**config.mk**
```make
export PLATFORM = sky130hd
export DESIGN_NAME = pc_sequencer_flat
export DESIGN_NICKNAME = d
export VERILOG_FILES = /design/src/rtl/pc_sequencer_if.sv /design/src/rtl/pc_sequencer.sv /design/src/flat_wrapper.sv
export SDC_FILE = /design/constraint.sdc
export NUM_CORES = 1
export LEC_CHECK = 0
export ABC_AREA = 1
export BUFFER_PORTS_ARGS = -buffer_cell sky130_fd_sc_hd__buf_2
export CAP_MARGIN = 40
export CORE_MARGIN = 4
export CORE_UTILIZATION = 46
export CTS_CLUSTER_DIAMETER = 150
export DETAILED_ROUTE_END_ITERATION = 10
export PLACE_DENSITY_LB_ADDON = 0.08
export SETUP_SLACK_MARGIN = 0.15
export SYNTH_ARGS = -nofsm -noshare
export SYNTH_HDL_FRONTEND = slang
export SYNTH_SLANG_ARGS = --single-unit
```
**constraint.sdc**
```tcl
create_clock -name CLK -period 3.35 [get_ports CLK]
set_clock_uncertainty 0.15 [all_clocks]
set_input_delay 0.1675 -clock CLK [delete_from_list [all_inputs] [get_ports CLK]]
set_output_delay 0.1675 -clock CLK [all_outputs]
set_load 0.01 [all_outputs]
```
**src/rtl/pc_sequencer_if.sv**
```systemverilog
// ----------------------------------------------------------------------------
// pc_sequencer_if
// Bundles the flow-control inputs, memory busywait inputs and the PC / fetch
// status outputs of the program-counter sequencer.
//
// Parameters:
//   ADDR_W    width of PC and PC_PLUS4
//   OFFSET_W  width of the signed word offset
//
// Signals:
//   JUMP, BRANCH, ZERO     flow-control inputs for the current instruction
//   OFFSET                 signed word offset relative to PC+4
//   I_BUSYWAIT, D_BUSYWAIT instruction / data memory not ready
//   PC                     registered fetch address
//   PC_PLUS4               combinational PC+4
//   FETCH_VALID            current instruction may execute / write back
//   STALL                  PC is being held because a memory is busy
//
// Modports:
//   master  drives the inputs and observes the outputs (CPU core / bench)
//   slave   the sequencer itself
// ----------------------------------------------------------------------------
interface pc_sequencer_if #(
    parameter int ADDR_W   = 32,
    parameter int OFFSET_W = 8
);
    logic                JUMP;
    logic                BRANCH;
    logic                ZERO;
    logic [OFFSET_W-1:0] OFFSET;
    logic                I_BUSYWAIT;
    logic                D_BUSYWAIT;
    logic [ADDR_W-1:0]   PC;
    logic [ADDR_W-1:0]   PC_PLUS4;
    logic                FETCH_VALID;
    logic                STALL;

    modport master (
        output JUMP, BRANCH, ZERO, OFFSET, I_BUSYWAIT, D_BUSYWAIT,
        input  PC, PC_PLUS4, FETCH_VALID, STALL
    );

    modport slave (
        input  JUMP, BRANCH, ZERO, OFFSET, I_BUSYWAIT, D_BUSYWAIT,
        output PC, PC_PLUS4, FETCH_VALID, STALL
    );
endinterface

```
**src/rtl/pc_sequencer.sv**
```systemverilog
// ----------------------------------------------------------------------------
// pc_sequencer
// Owns the program counter of the single-cycle CPU. Each retiring edge the PC
// either advances to PC+4 or is redirected to PC+4 + (sign_extend(OFFSET)<<2)
// when JUMP | (BRANCH & ZERO). The PC is held while either memory is busy,
// and one boot cycle follows reset so instruction memory sees a stable reset
// vector before the first retire.
//
// Optional feature (macro PC_PERF_CNT_EN): adds RETIRED_CNT / TAKEN_CNT
// performance counters that count retiring edges and taken redirects.
//
// Ports:
//   CLK          system clock, rising edge
//   RESET        asynchronous active-low reset
//   bus          pc_sequencer_if.slave (flow inputs, busywaits, PC outputs)
//   RETIRED_CNT  (PC_PERF_CNT_EN only) retired instruction count
//   TAKEN_CNT    (PC_PERF_CNT_EN only) taken redirect count
// ----------------------------------------------------------------------------
module pc_sequencer #(
    parameter int                ADDR_W       = 32,
    parameter logic [ADDR_W-1:0] RESET_VECTOR = '0,
    parameter int                OFFSET_W     = 8
) (
    input  logic         CLK,
    input  logic         RESET,
    pc_sequencer_if.slave bus
`ifdef PC_PERF_CNT_EN
    ,
    output logic [31:0]  RETIRED_CNT,
    output logic [31:0]  TAKEN_CNT
`endif
);

    typedef enum logic [1:0] {
        S_BOOT  = 2'd0,
        S_RUN   = 2'd1,
        S_STALL = 2'd2
    } state_t;

    state_t              state;
    state_t              state_nxt;
    logic [ADDR_W-1:0]   pc_q;
    logic [ADDR_W-1:0]   pc_nxt;
    logic [ADDR_W-1:0]   pc_plus4;
    logic [ADDR_W-1:0]   target;
    logic signed [OFFSET_W-1:0] offset_s;
    logic                busy;
    logic                take;
    logic                retire;
    logic                fetch_valid;
    logic                stall;

    // Branch target: word offset sign-extended to the address width and
    // scaled to bytes; the sum wraps silently modulo 2^ADDR_W.
    function automatic logic [ADDR_W-1:0] calc_target(
        input logic [ADDR_W-1:0]          base,
        input logic signed [OFFSET_W-1:0] off
    );
        logic signed [ADDR_W-1:0] off_ext;
        off_ext     = {{(ADDR_W-OFFSET_W){off[OFFSET_W-1]}}, off};
        calc_target = base + (off_ext <<< 2);
    endfunction

    assign offset_s = bus.OFFSET;
    assign busy     = bus.I_BUSYWAIT | bus.D_BUSYWAIT;
    assign take     = bus.JUMP | (bus.BRANCH & bus.ZERO);
    assign pc_plus4 = pc_q + ADDR_W'(4);
    assign target   = calc_target(pc_plus4, offset_s);

    // ---- state / PC register ----
    always_ff @(posedge CLK or negedge RESET) begin
        if (!RESET) begin
            state <= S_BOOT;
            pc_q  <= RESET_VECTOR;
        end else begin
            state <= state_nxt;
            pc_q  <= pc_nxt;
        end
    end

    // ---- next-state / output decode ----
    // RUN and STALL retire identically once busy drops; they differ only in
    // which state a busy cycle lands in, so the flow inputs are consumed
    // exactly once per retired instruction.
    always_comb begin
        state_nxt   = state;
        pc_nxt      = pc_q;
        fetch_valid = 1'b0;
        stall       = 1'b0;
        retire      = 1'b0;
        unique case (state)
            S_BOOT: begin
                state_nxt = S_RUN;
            end
            S_RUN, S_STALL: begin
                fetch_valid = ~busy;
                stall       = busy;
                if (busy) begin
                    state_nxt = S_STALL;
                end else begin
                    retire    = 1'b1;
                    pc_nxt    = take ? target : pc_plus4;
                    state_nxt = S_RUN;
                end
            end
            default: begin
                state_nxt = S_BOOT;
            end
        endcase
    end

    assign bus.PC          = pc_q;
    assign bus.PC_PLUS4    = pc_plus4;
    assign bus.FETCH_VALID = fetch_valid;
    assign bus.STALL       = stall;

`ifdef PC_PERF_CNT_EN
    // ---- performance counters ----
    always_ff @(posedge CLK or negedge RESET) begin
        if (!RESET) begin
            RETIRED_CNT <= '0;
            TAKEN_CNT   <= '0;
        end else if (retire) begin
            RETIRED_CNT <= RETIRED_CNT + 32'd1;
            if (take) begin
                TAKEN_CNT <= TAKEN_CNT + 32'd1;
            end
        end
    end
`endif

endmodule

```
**src/flat_wrapper.sv**
```systemverilog
// flat-port wrapper written by rule: the top's interface ports become plain ports
module pc_sequencer_flat 
#(
    parameter int                ADDR_W       = 32,
    parameter logic [ADDR_W-1:0] RESET_VECTOR = '0,
    parameter int                OFFSET_W     = 8
)
  (CLK, RESET, bus_JUMP, bus_BRANCH, bus_ZERO, bus_OFFSET, bus_I_BUSYWAIT, bus_D_BUSYWAIT, bus_PC, bus_PC_PLUS4, bus_FETCH_VALID, bus_STALL);
  pc_sequencer_if #(.ADDR_W(ADDR_W), .OFFSET_W(OFFSET_W)) bus_i ();
  input  logic CLK;
  input  logic RESET;
  input wire logic [$bits(bus_i.JUMP)-1:0] bus_JUMP;
  input wire logic [$bits(bus_i.BRANCH)-1:0] bus_BRANCH;
  input wire logic [$bits(bus_i.ZERO)-1:0] bus_ZERO;
  input wire logic [$bits(bus_i.OFFSET)-1:0] bus_OFFSET;
  input wire logic [$bits(bus_i.I_BUSYWAIT)-1:0] bus_I_BUSYWAIT;
  input wire logic [$bits(bus_i.D_BUSYWAIT)-1:0] bus_D_BUSYWAIT;
  output wire logic [$bits(bus_i.PC)-1:0] bus_PC;
  output wire logic [$bits(bus_i.PC_PLUS4)-1:0] bus_PC_PLUS4;
  output wire logic [$bits(bus_i.FETCH_VALID)-1:0] bus_FETCH_VALID;
  output wire logic [$bits(bus_i.STALL)-1:0] bus_STALL;
  assign bus_i.JUMP = bus_JUMP;
  assign bus_i.BRANCH = bus_BRANCH;
  assign bus_i.ZERO = bus_ZERO;
  assign bus_i.OFFSET = bus_OFFSET;
  assign bus_i.I_BUSYWAIT = bus_I_BUSYWAIT;
  assign bus_i.D_BUSYWAIT = bus_D_BUSYWAIT;
  assign bus_PC = bus_i.PC;
  assign bus_PC_PLUS4 = bus_i.PC_PLUS4;
  assign bus_FETCH_VALID = bus_i.FETCH_VALID;
  assign bus_STALL = bus_i.STALL;
  pc_sequencer #(.ADDR_W(ADDR_W), .RESET_VECTOR(RESET_VECTOR), .OFFSET_W(OFFSET_W)) u_core (.CLK(CLK), .RESET(RESET), .bus(bus_i));
endmodule
```
== Word level (Yosys, flattened, before mapping) ==
Cells that the tools add are included.

* Bits of input ports: 15
* Output and inout bits: 66
* Register bits after elaboration: 34
* Word-level logic and storage cells: 18

* Add/subtract/negate cells: 2
* Equal/unequal tests: 2
* Reduce and logical (&&, ||, !) cells: 3
* Bitwise operators: 4
* Multiplexer cells: 5

{| class="wikitable"
|+ Operators by type and width
! cell !! number
|-
| $add 32x3->32 const B || 1
|-
| $add 32x32->32 || 1
|-
| $mux 32 || 1
|-
| $pmux 2 s2 || 1
|-
| $eq 2x1->1 const B || 1
|-
| $eq 2x2->1 const B || 1
|-
| $logic_not 2->1 || 1
|-
| $mux 1 || 2
|-
| $mux 2 || 1
|-
| $or 1x1->1 || 2
|-
| $reduce_and 2->1 || 1
|-
| $reduce_or 2->1 || 1
|-
| $and 1x1->1 || 1
|-
| $not 1->1 || 1
|}

== Depth between registers and ports, before layout ==
* Depth after elaboration: 3
* Gate-level depth with buffers: 23
* Depth with buffers taken out: 23

== Worst setup path before layout ==
No wires, ideal clock.

* Path type: register to register
* Start point: register u_core.pc_q[2] (netlist: u_core.bus.PC[2])
* End point: register u_core.pc_q[28] (netlist: u_core.bus.PC[28])
* Period minus slack after synthesis: 2832 ps
* Data required time: 3123 ps
* Slack: 518 ps
* Library setup time: 77 ps
* Stages on the path, launching flop included: 17
* Buffers on the path: 0
* Arrival: 2605 ps
* Cell sequence: dfrtp_1 > ha_1 > inv_1 > nor2_1 > nand2_2 > nor2_4 > xor2_1 > ha_1 > nand2_1 > inv_1 > a21oi_1 > nand2_1 > a21oi_1 > nand2_1 > nand2_1 > nand3_1 > a21oi_1

* Word-level cells in the longest chain between the ends: 3

{| class="wikitable"
|+ Ends and longest elaborated chain
! what !! line !! RTL
|-
| from (decl) || pc_sequencer.sv:42 || <nowiki>logic [ADDR_W-1:0] pc_q;</nowiki>
|-
| from (signal assigned) || pc_sequencer.sv:77 || <nowiki>pc_q <= pc_nxt;</nowiki>
|-
| $add 32x3->32 || pc_sequencer.sv:67 || <nowiki>assign pc_plus4 = pc_q + ADDR_W'(4);</nowiki>
|-
| via bus_PC_PLUS4[18] || flat_wrapper.sv:19 || <nowiki>output wire logic [$bits(bus_i.PC_PLUS4)-1:0] bus_PC_PLUS4;</nowiki>
|-
| $add 32x32->32 || pc_sequencer.sv:61 || <nowiki>calc_target = base + (off_ext <<< 2);</nowiki>
|-
| $mux 32 || pc_sequencer.sv:102 || <nowiki>pc_nxt = take ? target : pc_plus4;</nowiki>
|}

The timed path passes the listed nets, and every way through them passes these cells.
A chain may end at the register's enable or synchronous reset.

== Final worst setup path ==
* Start point: register u_core.pc_q[2] (netlist: u_core.bus.PC[2])
* End point: register u_core.pc_q[25] (netlist: u_core.bus.PC[25])

* Word-level cells in the longest chain between the ends: 3

{| class="wikitable"
|+ Ends and longest elaborated chain
! what !! line
|-
| $add 32x3->32 (*) || pc_sequencer.sv:67
|-
| $add 32x32->32 || pc_sequencer.sv:61
|-
| $mux 32 (*) || pc_sequencer.sv:102
|}

Mark *: on every way between the ends. The rest lies on a longest branch, timed or not.

==> summary.md <==
| Metric | Value |
|---|---|
| Worst-Skew Late Latency | 290 ps |
| Vias in the first global route | 5,074 |
| Worst setup SP type | flop |
| Synth Warn # | 0 |
| Max-cap violation count | 0 |
| Buffers on Ports | 76 |
| Hpwl dp | 13.2 mm |
| CP max stage cell | dfrtp_1 |
| Synth async-reset ratio | 100% |
| DRT iter0 DRCs | 411 |
| Fraction of layout instances using a drive strength above 1 | 23.9% |
| First-pass GRT wire length | 26.0 mm |
| GRT Util Overall | 27.7% |
| Setup TNS | 0 ps |
| Via/cell ratio | 5.20 |
| Initial antenna violation count | 0 |
| Routed via count | 5,578 |
| DR WL/cell | 15.2 um |
| Worst-path cell chain | ha_2 -> inv_1 -> nor2_4 -> nand2_2 -> nor2_4 -> xor2_4 -> ha_2 -> nand2_1 -> nand2_1 -> a21oi_1 -> inv_1 -> a21oi_1 -> nand3_1 -> nand2_1 -> nand3_1 -> nand2_1 -> nand2_1 |
| Yosys reg bits | 32 |
| Synth top cells by count | nand2_1, inv_1, nor2_1, nand3_1, a21oi_1 |
| CTS tree | yes |
| Yosys cell types | 45 |
| Data required, critical path | 3390 ps |
| I/O pin cnt | 81 |
| Worst Slack Setup Final | 265 ps |
| Die W | 110 um |
| Total Wirelength | 16.3 mm |
| Antenna Cells | 0 |
| Pwr Density | 948 nW/um^2 |
| DRC violations left | 0 |
| Die height | 110 um |
| Synth top area cells | nand2_1, dfrtp_1, inv_1, ha_1, nand3_1 |
| Outcome | finished clean |
| Crit Path Category | flop to flop |
| Avg Inst Size Synth | 5.67 um^2 |
| Routability cong. | 1.03 |
| Period minus WS final | 3090 ps |
| Slew headroom | 44.9% |
| Post-synth EDFFs | 0 |
| Clk buf depth | 2 |
| Clk sinks | 32 |
| Final net count | 993 |
| Die Area | 12,100 um^2 |
| Drt pass-1 iters | 5 |
| Placement Setup Slack | -68.5 ps |
| Max incr delay on CP | 400 ps |
| Yosys top cell by area | nand2_1 |
| Largest net degree at the start of global routing | 46 |
| Top_reg_cell synth | dfrtp_1 |
| Final Cycle Share | 92.1% |
| Worst-Margin Slew | 826 ps |
| Critical path peak fanout | 5 |
| Antenna viol nets, final | 0 |
| GR Overflow Total | 0 |
| CTS H-tree lvls | 2 |
| CTS clk-pin slew, worst paths | 70 ps |
| # rows | 36 |
| Core Box Area | 9950 um^2 |
| Cts bufs inserted | 5 |
| Max-slew violations | 0 |
| Part of the Yosys area used for sequential elements | 16.7% |
| Clock root cell | clkbuf_8 |
| Layout area overhead | 22.1% |
| Most frequent CP cell | nand2_1 |
| Synth Instances | 845 |
| Maximum VDD drop | 0.000423 V |
| Leak pwr | 3.28 nW |
| Final-report setup violation count | 0 |
| Top cell type's share of synthesized area | 23.7% |
| Most frequent cell after synthesis | nand2_1 |
| Cell Area, Synth | 4790 um^2 |
| Hold Path Class | input port to flop |
| Initial core utilization | 48.1% |
| RSZ-0062 raised after global routing | yes |
| Fmax | 324 MHz |
| CP endpoint kind | flop |
| Final hold violations | 0 |
| Worst endpoint data arrival time | 3130 ps |
layout make-up:
type	instances	area, um^2
timing repair buffer	98	553
fill	1041	4110
clock inverter	2	10.0
inverter	152	571
multi-input combinational	650	3650
sequential	32	816
tap	133	166
clock buffer	6	82.6
worst max-delay path, delay by kind of cell (launching register included):
family | cells | cell delay, ps
adder cells (fa/ha/maj) | 2 | 590
buffers and inverters | 2 | 170
XOR/XNOR | 1 | 220
AO/OA/AOI/OAI | 2 | 400
flip-flops | 1 | 400
AND/OR/NAND/NOR | 10 | 1060
state kept, by name (all words and copies together), names as in the netlist:
register and flops:
u_core.state 2, u_core.bus.PC 30
per-layer routing:
| metal | vias up | global-route usage, % | routed length, um |
|---|---|---|---|
| met1 | 2538 | 39.8 | 7520 |
| met5 | - | 0 | 0 |
| met2 | 208 | 44.6 | 7240 |
| li1 | 2805 | - | - |
| met3 | 27 | 2.91 | 1240 |
| met4 | 0 | 6.59 | 323 |
repair_timing:
action,CTS,global route
endpoints found under the setup margin,10,21
endpoints found under the hold margin,33,0
hold buffers,3,0
resized for setup,7,84
pin swaps,0,7
cloned,0,0
buffers inserted,0,8
layout by cell type (no fill, tap or decap), types with 4 or more instances in the layout:
master	n
o21ai_1	9
nand2_1	290
buf_4	19
inv_1	140
a31oi_1	5
buf_2	76
nor2_1	65
nand3_2	4
nor2_2	16
clkbuf_8	6
nor3_4	4
inv_2	10
nor2_4	10
nor3_2	7
ha_2	8
conb_1	4
and2_1	5
a21oi_1	29
o21ai_0	16
nand2_2	20
a21oi_2	14
nand3_1	63
nand4_1	7
dfrtp_1	20
nand2_4	4
xor2_1	11
ha_1	28
o21bai_1	4
dfrtp_2	12
report_power, final:
group          total [W]  leakage (nW)  internal (W)  switching, W
Clock           0.000320        0.0510      0.000164      0.000156
Combinational    0.00436          2.87       0.00156       0.00281
Sequential      0.000865         0.368      0.000591      0.000274
worst paths after layout:
kind | end | from | depth (start not counted) | slack, ps
setup reg to reg | u_core.bus.PC[25]$_DFFE_PN0P_ | u_core.bus.PC[2]$_DFFE_PN0P_ | 17 | 260
hold / removal | u_core.bus.PC[2]$_DFFE_PN0P_ | bus_OFFSET[0] | 4 | 110
min in group asynchronous | u_core.bus.PC[21]$_DFFE_PN0P_ | RESET | 2 | 330
setup / recovery | u_core.bus.PC[25]$_DFFE_PN0P_ | u_core.bus.PC[2]$_DFFE_PN0P_ | 17 | 260
hold reg to reg | u_core.bus.PC[31]$_DFFE_PN0P_ | u_core.bus.PC[31]$_DFFE_PN0P_ | 2 | 410
max in group asynchronous | u_core.bus.PC[15]$_DFFE_PN0P_ | RESET | 2 | 2200
per-stage QoR:
step / power, W / hold slack [ps] / utilization, % / instances / area, um^2
floorplan: 0.00347 / -278 / - / 848 / 4800
global placement: 0.00472 / 120 / 53.7 / 1054 / 5340
detailed placement: 0.00476 / 131 / 53.7 / 1054 / 5340
CTS: 0.00513 / 106 / 55.3 / 1065 / 5500
global route: 0.00610 / 137 / 58.8 / 1073 / 5850
finish: 0.00555 / 110 / 58.8 / 1073 / 5850
cells by family after synthesis:
logic type                 after synthesis  synth area share (%)
DFF                                     32                  16.7
AOI/OAI and AO/OA                       84                  9.69
adders and majority gates               39                  10.3
buffers and inverters                  166                  13.8
xor gates and xnor gates                17                  3.42
other                                    1                0.0783
and+or+nand+nor                        506                  46.0
(Power assumes the default switching activity.)
